File: config.mk
export PLATFORM = sky130hd
export DESIGN_NAME = tmr0_wdt_flat
export DESIGN_NICKNAME = d
export VERILOG_FILES = /design/src/rtl/tmr0_wdt_if.sv /design/src/rtl/tmr0_wdt.sv /design/src/flat_wrapper.sv
export SDC_FILE = /design/constraint.sdc
export NUM_CORES = 1
export LEC_CHECK = 0
export ABC_AREA = 0
export BUFFER_PORTS_ARGS = -buffer_cell sky130_fd_sc_hd__buf_2
export CAP_MARGIN = 25
export CORE_ASPECT_RATIO = 1.1
export CORE_MARGIN = 4
export CORE_UTILIZATION = 45
export CTS_CLUSTER_DIAMETER = 100
export CTS_CLUSTER_SIZE = 10
export DETAILED_ROUTE_END_ITERATION = 10
export PLACE_DENSITY = 0.72
export SLEW_MARGIN = 40
export SYNTH_ARGS = -nofsm -noshare
export SYNTH_HDL_FRONTEND = slang
export SYNTH_SLANG_ARGS = --single-unit
File: constraint.sdc
create_clock -name clk -period 1.7 [get_ports clk]
set_clock_uncertainty 0.2 [all_clocks]
set_input_delay 0.34 -clock clk [delete_from_list [all_inputs] [get_ports clk]]
set_output_delay 0.34 -clock clk [all_outputs]
set_load 0.02 [all_outputs]
File: src/rtl/tmr0_wdt_if.sv
// CPU-side signal bundle for the Timer-0 prescaler / watchdog block.
// The master drives the instruction strobes and the T0CKI pin; the slave returns the strobes and state.
interface tmr0_wdt_if;
  logic       option_wr;
  logic [5:0] option_in;
  logic       tmr0_wr;
  logic       clrwdt;
  logic       sleep;
  logic       t0cki;
  logic       tmr0_inc;
  logic       wdtmr;
  logic [5:0] option;
  logic       sleeping;

  modport master (
    output option_wr, option_in, tmr0_wr, clrwdt, sleep, t0cki,
    input  tmr0_inc, wdtmr, option, sleeping
  );

  modport slave (
    input  option_wr, option_in, tmr0_wr, clrwdt, sleep, t0cki,
    output tmr0_inc, wdtmr, option, sleeping
  );
endinterface

File: src/rtl/tmr0_wdt.sv
// Timer-0 prescaler, T0CKI edge detector, OPTION register and watchdog/sleep tracking.
// Watchdog logic is present only when MINICPU_WDT_EN is defined.
module tmr0_wdt #(
  parameter int WDT_WIDTH = 10
) (
  input  logic        clk,
  input  logic        rst,
  tmr0_wdt_if.slave   bus
);

  logic [5:0] option_q, option_d;
  logic [7:0] psc_q, psc_d;
  logic       s1_q, s2_q, s3_q;
  logic       tmr0_inc_q, tmr0_inc_d;
  logic       wdtmr_q, wdtmr_d;
  logic       sleeping_q, sleeping_d;

  logic       t0cs, t0se, psa;
  logic [2:0] ps;
  logic       t0_edge, tick, wdt_clr, psc_clr, base_to;
  logic [7:0] mask_tmr;
  logic       fire_tmr;

  assign t0cs = option_q[5];
  assign t0se = option_q[4];
  assign psa  = option_q[3];
  assign ps   = option_q[2:0];

  // s1/s2 synchronise the pin; s3 holds the previous synchronised level
  assign t0_edge = t0se ? (~s2_q & s3_q) : (s2_q & ~s3_q);
  assign tick    = (t0cs ? t0_edge : 1'b1) & ~sleeping_q;

  assign wdt_clr = bus.clrwdt | bus.sleep;
  assign psc_clr = bus.option_wr | (bus.tmr0_wr & ~psa) | (wdt_clr & psa);

  assign mask_tmr = 8'((9'd2 << ps) - 9'd1);
  assign fire_tmr = ((psc_q & mask_tmr) == mask_tmr);

`ifdef MINICPU_WDT_EN
  logic [WDT_WIDTH-1:0] wdt_q, wdt_d;
  logic [7:0]           mask_wdt;
  logic                 fire_wdt;

  assign base_to  = &wdt_q;
  assign mask_wdt = 8'((9'd1 << ps) - 9'd1);
  assign fire_wdt = ((psc_q & mask_wdt) == mask_wdt);

  always_comb begin
    wdt_d = wdt_q + WDT_WIDTH'(1);
    if (wdt_clr) wdt_d = '0;
  end

  always_ff @(posedge clk) begin
    if (rst) wdt_q <= '0;
    else     wdt_q <= wdt_d;
  end

  // A clear in the timeout cycle wins; with PSA=1 the prescaler gates the timeout
  always_comb begin
    wdtmr_d = base_to & ~wdt_clr;
    if (psa) wdtmr_d = base_to & ~psc_clr & fire_wdt;
  end
`else
  logic unused_wdt_cfg;
  assign unused_wdt_cfg = ^WDT_WIDTH;
  assign base_to        = 1'b0;
  assign wdtmr_d        = 1'b0;
`endif

  always_comb begin
    option_d   = option_q;
    psc_d      = psc_q;
    tmr0_inc_d = 1'b0;
    sleeping_d = sleeping_q;

    if (bus.option_wr) option_d = bus.option_in;

    // Prescaler feeds TMR0 (PSA=0) or counts WDT base timeouts (PSA=1)
    if (psc_clr)             psc_d = '0;
    else if (!psa && tick)   psc_d = psc_q + 8'd1;
    else if (psa && base_to) psc_d = psc_q + 8'd1;

    if (!psa) tmr0_inc_d = tick & ~psc_clr & fire_tmr;
    else      tmr0_inc_d = tick & ~bus.option_wr;

    if (bus.sleep)    sleeping_d = 1'b1;
    else if (wdtmr_d) sleeping_d = 1'b0;
  end

  always_ff @(posedge clk) begin
    if (rst) begin
      option_q   <= 6'b111111;
      psc_q      <= '0;
      s1_q       <= 1'b0;
      s2_q       <= 1'b0;
      s3_q       <= 1'b0;
      tmr0_inc_q <= 1'b0;
      wdtmr_q    <= 1'b0;
      sleeping_q <= 1'b0;
    end else begin
      option_q   <= option_d;
      psc_q      <= psc_d;
      s1_q       <= bus.t0cki;
      s2_q       <= s1_q;
      s3_q       <= s2_q;
      tmr0_inc_q <= tmr0_inc_d;
      wdtmr_q    <= wdtmr_d;
      sleeping_q <= sleeping_d;
    end
  end

  assign bus.tmr0_inc = tmr0_inc_q;
  assign bus.wdtmr    = wdtmr_q;
  assign bus.option   = option_q;
  assign bus.sleeping = sleeping_q;

endmodule
File: src/flat_wrapper.sv
// flat-port wrapper written by rule: the top's interface ports become plain ports
module tmr0_wdt_flat 
#(
  parameter int WDT_WIDTH = 10
)
  (clk, rst, bus_option_wr, bus_option_in, bus_tmr0_wr, bus_clrwdt, bus_sleep, bus_t0cki, bus_tmr0_inc, bus_wdtmr, bus_option, bus_sleeping);
  tmr0_wdt_if bus_i ();
  input  logic clk;
  input  logic rst;
  input wire logic [$bits(bus_i.option_wr)-1:0] bus_option_wr;
  input wire logic [$bits(bus_i.option_in)-1:0] bus_option_in;
  input wire logic [$bits(bus_i.tmr0_wr)-1:0] bus_tmr0_wr;
  input wire logic [$bits(bus_i.clrwdt)-1:0] bus_clrwdt;
  input wire logic [$bits(bus_i.sleep)-1:0] bus_sleep;
  input wire logic [$bits(bus_i.t0cki)-1:0] bus_t0cki;
  output wire logic [$bits(bus_i.tmr0_inc)-1:0] bus_tmr0_inc;
  output wire logic [$bits(bus_i.wdtmr)-1:0] bus_wdtmr;
  output wire logic [$bits(bus_i.option)-1:0] bus_option;
  output wire logic [$bits(bus_i.sleeping)-1:0] bus_sleeping;
  assign bus_i.option_wr = bus_option_wr;
  assign bus_i.option_in = bus_option_in;
  assign bus_i.tmr0_wr = bus_tmr0_wr;
  assign bus_i.clrwdt = bus_clrwdt;
  assign bus_i.sleep = bus_sleep;
  assign bus_i.t0cki = bus_t0cki;
  assign bus_tmr0_inc = bus_i.tmr0_inc;
  assign bus_wdtmr = bus_i.wdtmr;
  assign bus_option = bus_i.option;
  assign bus_sleeping = bus_i.sleeping;
  tmr0_wdt #(.WDT_WIDTH(WDT_WIDTH)) u_core (.clk(clk), .rst(rst), .bus(bus_i));
endmodule
==> results.txt, run 1 <==
For the row count, the log shows 16. By instance count, the leading cell after synthesis is dfxtp_1. Power spread over the standard cell area amounts to 704 nW/um2. The net count of the mapped netlist was 118. For the worst setup path, the data required time is 1680 ps. The top fanout value on the critical path was 4; the count of non-filler cells in the finished layout was 165. The final worst-path cycle share works out to 1.07. The fraction of final layout cells with drive strength greater than 1 is 0.355.

The HPWL reported at the end of detailed placement was 1.50 mm; the net switching power was 0.217 mW. Clock tree synthesis found a total of 19 sinks. Internal power comes to 0.613 mW. The via density per instance is 5.18, and the total number of nets in the final design is 154. The switching share of power was 0.261; the fraction of post-synthesis cell area in the top cell type by area was 0.420.

The overall power came out at 0.830 mW. The die is 50.8 um wide. The tools report the share of total power in combinational logic as 0.157. Standby leakage power: 0.494 nW. The tools report the final critical-path setup slack as -112 ps. The cell type contributing the most total cell area after synthesis was dfxtp_1. Cell at the root of the clock tree: clkbuf_4.

The layout has 169 filler cells. Initial antenna violation count: 0. Dividing the detail-routed wire length by the instance count gives 11.7 um. The run gives 0 as the remaining number of nets flagged by the antenna check after routing. During placement, the flow inserted port buffers numbering 20.

Along the worst hold path, the cell count comes to 2. The minimum period implied by the final worst setup slack is 1810 ps, and the final weighted congestion in routability-driven placement is 0.735. The maximum clock path buffer count was 2; the number of standard cells after synthesis was 103.

The number of clock buffers added by TritonCTS is 3. The iteration count of the initial detailed-routing pass came out at 4. In this run the standard cell core region covers 1840 um2. Tracing the worst setup path back leads to its startpoint at u_core.s2_q. The category of the worst setup path capture point is a register. The synthesized design contains 19 register bits. Setup repair after global routing could not meet its margin everywhere. The vertical die dimension was 55.1 um. For this design the top-level I/O count stands at 22. The run finished, with violations left.

Wire length of the first global-routing pass: 3.26 mm. The logs give 0 for the overall overflow remaining after global route and 1.93 mm for the overall routed net length. The most used flip-flop cell after synthesis was dfxtp_1. The clock-pin slew reported for the worst setup and hold paths after clock tree synthesis is 110 ps, and the arrival time at the worst endpoint is 1800 ps. The final-report max-slew violation count is 0, and the number of setup violations in the final report is 9.

After synthesis, the cell types taking the most area are dfxtp_1 42%, nor2_1 5.8%, xor2_1 5.8%. Portion of total power attributed to the clock network: 0.270. The full die area came out at 2800 um2. The run gives 855 as the vias after detailed routing. The synthesized area divided by synthesized cell count works out to 8.79 um2.

Number of levels in the clock H-tree: 1. The logs give 158 for the count of placed standard cells including taps and 1120 um2 for the cell area after placement. The logs give 290 ps for the latest clock arrival within the worst-skew pair and 15 for the initial detailed-routing violation count. In this run the critical register-to-register path is launched from u_core.s2_q. The netlist area before placement was 906 um2. The run gives 0.407 mV as the peak supply drop. The repair_antennas step left the layout with diodes totalling 0. For the largest net degree at the start of global routing, the log shows 12.

The proportion of synthesized chip area in sequential cells was 0.420; the worst reg-to-reg path cell count was 6. The run gives 0.156 as the overall track demand over capacity in global routing. The part of the total power dissipated in sequential elements came out at 0.573.

The capture instance of the worst register-to-register path is u_core.psc_q[5]. The highest clock rate is 552 MHz, and the fraction of synthesis flops using an asynchronous set or reset pin is 0. The critical path ends at u_core.psc_q[5]. Class of the tightest hold or removal check: input port to register. The count of yosys warnings during synthesis is 0, and the final non-filler cell area is 1180 um2.

The critical path is of the register to register type. The setup slack of the most critical reg-to-reg path was -110 ps. Post-synthesis cell type count: 30.

The tools report the initial cell density of the core as 0.492. The checks that failed: setup timing. The logs give 791 for the number of global-route vias before repair and 0 for the count of endpoints failing hold in the final timing report. By count the netlist is led by 19 x dfxtp_1, 14 x nor2_1, 7 x nand2_1, 7 x nor2b_1.

The number of hold buffers added after CTS was 0; the number of max-capacitance violations reported was 0. Compared with the post-synthesis result, the final layout area differs by 30.2%. The kind of start point of the critical path is a register. TritonCTS built the clock tree. The synthesized design contains 0 enable-type register cells.

Number of remaining DRC errors: 0.
## worst min-delay path by stage
stage,from,to,slack [ps]
after global placement,u_core.s1_q,u_core.s2_q,250
after global routing,bus_option_in[0],u_core.bus.option[0],40
after detailed placement,u_core.s1_q,u_core.s2_q,220
final,bus_option_in[0],u_core.bus.option[0],50
after CTS,bus_option_in[0],u_core.bus.option[0],40
after floorplan,u_core.s1_q,u_core.s2_q,210
## cell type report
type | instances | area, um2 | area share
well taps | 27 | 33.8 | 0.0286
clock buffers | 3 | 22.5 | 0.0191
clock inverters | 1 | 5.00 | 0.00424
multi-input cells | 76 | 499 | 0.423
inverters | 3 | 11.3 | 0.00954
flip-flops and latches | 19 | 384 | 0.326
repair buffers | 36 | 224 | 0.190
## placed cells by master, fill, tap and decap left out, drive strengths merged
cell type  synthesis  final
and3               2      2
nand4              6      6
nand3              1      1
clkbuf             4      3
ha                 2      2
conb               1      1
or3                1      1
nand3b             1      1
nor2              14     14
o21ai              5      5
nand2              7      7
a211oi             1      1
dfxtp             19     19
a21oi              6      6
a211o              3      3
nor4b              2      2
clkinv             0      1
mux2i              2      2
xor2               6      6
a311oi             1      1
o211ai             2      2
nor2b              7      7
buf                1     36
or2                1      1
inv                3      3
or3b               1      1
o41ai              1      1
nor3b              1      1
a31o               1      1
xnor2              1      1
## worst max-delay path: stages, from the launching register on
cell and delay (ps):
dfxtp_2 350, or3b_4 390, a311oi_4 280, buf_4 170, nand4_1 110, xor2_1 150, nor2_1 50
## registers in the layout, indices dropped and copies added, names as in the netlist
signal               count
u_core.bus.sleeping      1
u_core.bus.option        6
u_core.bus.tmr0_inc      1
u_core.psc_q             8
u_core.s2_q              1
u_core.s1_q              1
u_core.s3_q              1
## power groups by stage
stage | Combinational [mW] | Clock [mW] | Sequential [mW]
after floorplan | 0.0626 | 0 | 0.500
after global placement | 0.124 | 0 | 0.485
after detailed placement | 0.126 | 0 | 0.486
after CTS | 0.131 | 0.233 | 0.476
after global routing | 0.144 | 0.257 | 0.478
final | 0.131 | 0.224 | 0.476
## routing by layer
| layer | track usage | part of all wire | up-vias |
|---|---|---|---|
| met5 | 0 | 0 | - |
| met4 | 0.0807 | 0.013 | 0 |
| met3 | 0.0375 | 0.046 | 4 |
| met2 | 0.289 | 0.51 | 19 |
| met1 | 0.167 | 0.43 | 397 |
| li1 | - | - | 435 |
## cells by family after synthesis
kind of cell | count (synthesis) | synth area share
AOI/OAI and AO/OA | 20 | 0.163
muxes | 2 | 0.0221
adders and majority gates | 2 | 0.0276
and+or+nand+nor | 44 | 0.258
xor gates and xnor gates | 7 | 0.0677
DFF | 19 | 0.420
other | 1 | 0.00414
buffers and inverters | 8 | 0.0373
## repair_timing
action,4_1_cts,5_1_grt
endpoints found under the setup margin,9,9
pin swaps,4,3
buffers inserted,3,0
endpoints found under the hold margin,0,0
gates resized for setup,2,2
## stage by stage
step / hold WS, ps / setup slack, ps / utilization / TNS [ps]
4_1_cts: 41.3 / -130 / 0.637 / -730
6_report: 46.2 / -112 / 0.641 / -666
2_1_floorplan: 214 / -142 / - / -833
3_3_place_gp: 246 / -129 / 0.608 / -683
5_1_grt: 41.2 / -243 / 0.641 / -1720
3_5_place_dp: 224 / -166 / 0.608 / -1100
Note: power is estimated with default switching activity, not from simulation.
==> run 2, diff against run 1 <==
--- a/config.mk
+++ b/config.mk
@@ -5,7 +5,7 @@
 export SDC_FILE = /design/constraint.sdc
 export NUM_CORES = 1
 export LEC_CHECK = 0
-export ABC_AREA = 0
+export ABC_AREA = 1
 export BUFFER_PORTS_ARGS = -buffer_cell sky130_fd_sc_hd__buf_2
 export CAP_MARGIN = 25
 export CORE_ASPECT_RATIO = 1.1
@@ -14,7 +14,7 @@
 export CTS_CLUSTER_DIAMETER = 100
 export CTS_CLUSTER_SIZE = 10
 export DETAILED_ROUTE_END_ITERATION = 10
-export PLACE_DENSITY = 0.72
+export PLACE_DENSITY = 0.7
 export SLEW_MARGIN = 40
 export SYNTH_ARGS = -nofsm -noshare
 export SYNTH_HDL_FRONTEND = slang
==> run 2 against run 1 <==
Net effect: the run now ends clean; sequential cell count stayed put; die area increased by 13%; first-iteration DRC count fell by 13%; global-route usage rose by 0.47 points; synthesized area up 16%; worst setup slack better by 180 ps; utilization fell by 9.3 points; register-to-register slack improved by 180 ps; count of clock-buffer cells in the layout grew 1; critical path type unchanged; highest routed layer unchanged.
==> results.txt, run 2 <==
The wire length of the first global-routing pass is 3.82 mm (+17%). The run gives 233 (+38%) as the number of fillers in the final layout. STA classifies the critical path startpoint as a register.

The post-detailed-route wirelength per cell works out to 10.4 um (-11%). The most prevalent standard cell on the critical path was nor2_1. The final-report max-slew violation count was 0 (unchanged). The logs give 2.13 mm (+10%) for the overall routed net length and 3160 um2 (+13%) for the full die area. Fraction of final layout cells with drive strength greater than 1: 0.276 (-0.0792). After synthesis, the largest family of logic cells by area is simple AND/OR/NAND/NOR gates.

The buffers plus inverters on the worst setup path came out at 0 (-1). The tools report the latest clock arrival within the worst-skew pair as 290 ps (about the same). The tools report the number of remaining DRC errors as 0 (unchanged). The core area was 2230 um2 (+21%). The flip-flop count of the largest register after layout was 8 (unchanged). The pre-CTS worst setup slack was 60.4 ps (+227 ps).

Leaving out fill and tap cells, the most frequent cells in the layout are 33 x nand2_1, 20 x inv_1, 20 x buf_2, 16 x dfxtp_1, 15 x nor2_1. The final worst-path cycle share works out to 0.959 (-0.107). The kind of critical path is register to register. The number of placed I/O pins is 22 (unchanged). The antenna diode instance count is 0 (unchanged), and the number of levels in the clock H-tree is 1 (unchanged). Initial detailed-routing violation count: 13 (-2). The total number of nets in the final design came out at 190 (+23%). The peak supply drop is 0.539 mV (+32%).

The count of endpoints failing hold in the final timing report is 0 (unchanged). The delay of the slowest critical-path stage was 350 ps (-40 ps); the largest net degree at the start of global routing was 13 (+1). The logs give 0 (unchanged) for the number of max-capacitance violations reported and 1.72 mm (+14%) for the HPWL reported at the end of detailed placement. The logs give 1050 um2 (+16%) for the netlist area before placement and 0 (unchanged) for the initial antenna violation count. The register bit count reported by yosys came out at 19 (unchanged). The root buffer cell chosen for the clock tree is clkbuf_4.

The count of non-filler cells in the finished layout was 204 (+24%); the compound-gate portion of the synthesized area was 0.109 (-0.0543). The row count is 18 (+2). For the count of yosys warnings during synthesis, the log shows 0 (unchanged).

The slowest stage of the critical path is the dfxtp_2 cell. Number of setup violations in the final report: 0 (-9). After synthesis, the most frequently instantiated cells are 33 x nand2_1, 20 x inv_1, 19 x dfxtp_1, 15 x nor2_1, 14 x a21oi_1. The floorplan die width was 54.0 um (+6.3%). The power density normalized to cell area was 691 nW/um2 (-1.8%); the arrival time at the worst endpoint was 1670 ps (-130 ps). Post-synthesis adder-cell area fraction: 0.0239 (-0.00373). The run finished with clean final reports. The fraction of post-synthesis cell area in the top cell type by area is 0.363 (-0.0567).

The vertical die dimension was 58.6 um (+6.4%). Multi-input combinational cell area: 548 um2 (+9.8%). The share of synthesized area spent on multiplexers is 0 (-0.0221). TritonCTS built the clock tree. The most used flip-flop cell after synthesis was dfxtp_1. The run gives 0.825 (+12%) as the final weighted congestion in routability-driven placement. The largest delay contributor family on the critical path was simple AND/OR/NAND/NOR gates. The iteration count of the initial detailed-routing pass was 4 (unchanged); the proportion of synthesized chip area in sequential cells was 0.363 (-0.0567).

The signal on the critical path passes through nor2_4, nand2_2, ha_1, nor2_1, nor2_1, nand2_1, nor2_1, nand2_1, nor2_1, nand2_1, a21oi_2. The maximum clock path buffer count was 2 (unchanged). The most frequently used cell type in the post-synthesis netlist was nand2_1. The number of enable flip-flop cells after synthesis is 0 (unchanged). The relative area change from synthesis to final layout is 16.6%, and the overall track demand over capacity in global routing is 0.161 (+0.00467). The TritonCTS sink count is 19 (unchanged). The commonest non-fill, non-tap cell in the layout was nand2_1. The highest clock rate was 613 MHz (+11%). Setup repair after global routing could not meet its margin everywhere.

The logs give 387 um2 (+0.65%) for the sequential cell area in the final layout and 3 (unchanged) for the number of CTS-inserted buffers. The overall overflow remaining after global route is 0 (unchanged), and the clock-pin slew reported for the worst setup and hold paths after clock tree synthesis is 110 ps (about the same). The top fanout value on the critical path was 3 (-1); the count of placed standard cells including taps was 199 (+26%).

The area share of and/or/nand/nor cells after synthesis was 0.379 (+0.120). STA classifies the critical path endpoint as a register. For the number of hold buffers added after CTS, the log shows 0 (unchanged). The register with the most flip-flops in the final layout is u_core.psc_q. For the initial cell density of the core, the log shows 0.470 (-0.0222). For the remaining number of nets flagged by the antenna check after routing, the log shows 0 (unchanged).

The run gives 980 (+15%) as the vias after detailed routing. The via density per instance is 4.80 (-7.3%), and the post-synthesis cell type count is 26 (-13%). The required time at the worst-slack endpoint is 1740 ps (+60 ps). The synthesized area divided by synthesized cell count is 6.98 um2 (-21%), and the net count of the mapped netlist is 165 (+40%). The minimum period implied by the final worst setup slack was 1630 ps (-181 ps); the number of global-route vias before repair was 954 (+21%).

The biggest area contributor in the post-synthesis netlist is dfxtp_1. The number of port buffers was 20 (unchanged). For the number of standard cells after synthesis, the log shows 150 (+46%). For the standby leakage power, the log shows 0.521 nW (+5.5%). The min-delay analysis places its worst path in the category input port to register.

Xor/xnor cell area share of the yosys netlist: 0.00836 (-0.0593). Yosys attributes the largest share of cell area to dfxtp_1 36%, nand2_1 12%, inv_1 7.2%. The run gives 68.9 ps (+181 ps) as the final critical-path setup slack.

The fraction of synthesis flops using an asynchronous set or reset pin works out to 0 (unchanged).
run 2: worst paths after layout:
path / from / end / slack, ps / depth (start not counted)
worst min register to register: u_core.s1_q / u_core.s2_q / 210 / 2
worst max-delay path: u_core.bus.option[1] / u_core.bus.tmr0_inc / 70 / 11
worst max register to register: u_core.bus.option[1] / u_core.bus.tmr0_inc / 70 / 11
worst min-delay path: bus_t0cki / u_core.s1_q / 40 / 3
run 2: tightest hold or removal path, delay by kind of cell:
family / cells / cell delay, ps
buffers and inverters: 2 / 130
AND/OR/NAND/NOR: 1 / 30
run 2: cell families (layout without fill, tap and decap cells):
kind of cell             Yosys count  count (layout)
AO/OA/AOI/OAI                     22              22
XOR/XNOR                           1               1
adder cells (fa/ha/maj)            2               2
buffers and inverters             28              52
flip-flops                        19              19
other                              1               1
AND/OR/NAND/NOR                   77              77
run 2: where the power goes:
group,internal (mW),switching [mW],total (mW)
combinational,0.0522,0.0852,0.137
sequential,0.461,0.0130,0.474
clock,0.0912,0.142,0.233
run 2: area by class of cell:
class	instances	area share
Sequential cell	19	0.317
Multi-Input combinational cell	103	0.449
Tap cell	30	0.0307
Timing Repair Buffer	24	0.107
Inverter	24	0.0758
Clock buffer	4	0.0215
run 2: metrics by stage:
stage | power, mW | utilization | cell area, um2 | hold WS (ps) | setup TNS (ps)
detailed placement | 0.622 | 0.531 | 1180 | 197 | 0
global placement | 0.618 | 0.531 | 1180 | 192 | 0
floorplan | 0.579 | - | 1050 | 188 | 0
CTS | 0.851 | 0.543 | 1210 | 33.2 | 0
finish | 0.844 | 0.548 | 1220 | 37.3 | 0
global route | 0.895 | 0.548 | 1220 | 43.1 | -137
run 2: metal layers:
layer | global-route usage | up-vias | wire length, um
met3 | 0.0380 | 2 | 91
met5 | 0 | - | 0
met1 | 0.187 | 429 | 871
li1 | - | 526 | -
met2 | 0.279 | 23 | 1140
met4 | 0.0605 | 0 | 21
run 2: what timing repair did:
action,CTS,global route
gates resized for setup,0,2
setup endpoints to repair,0,1
setup buffers,0,1
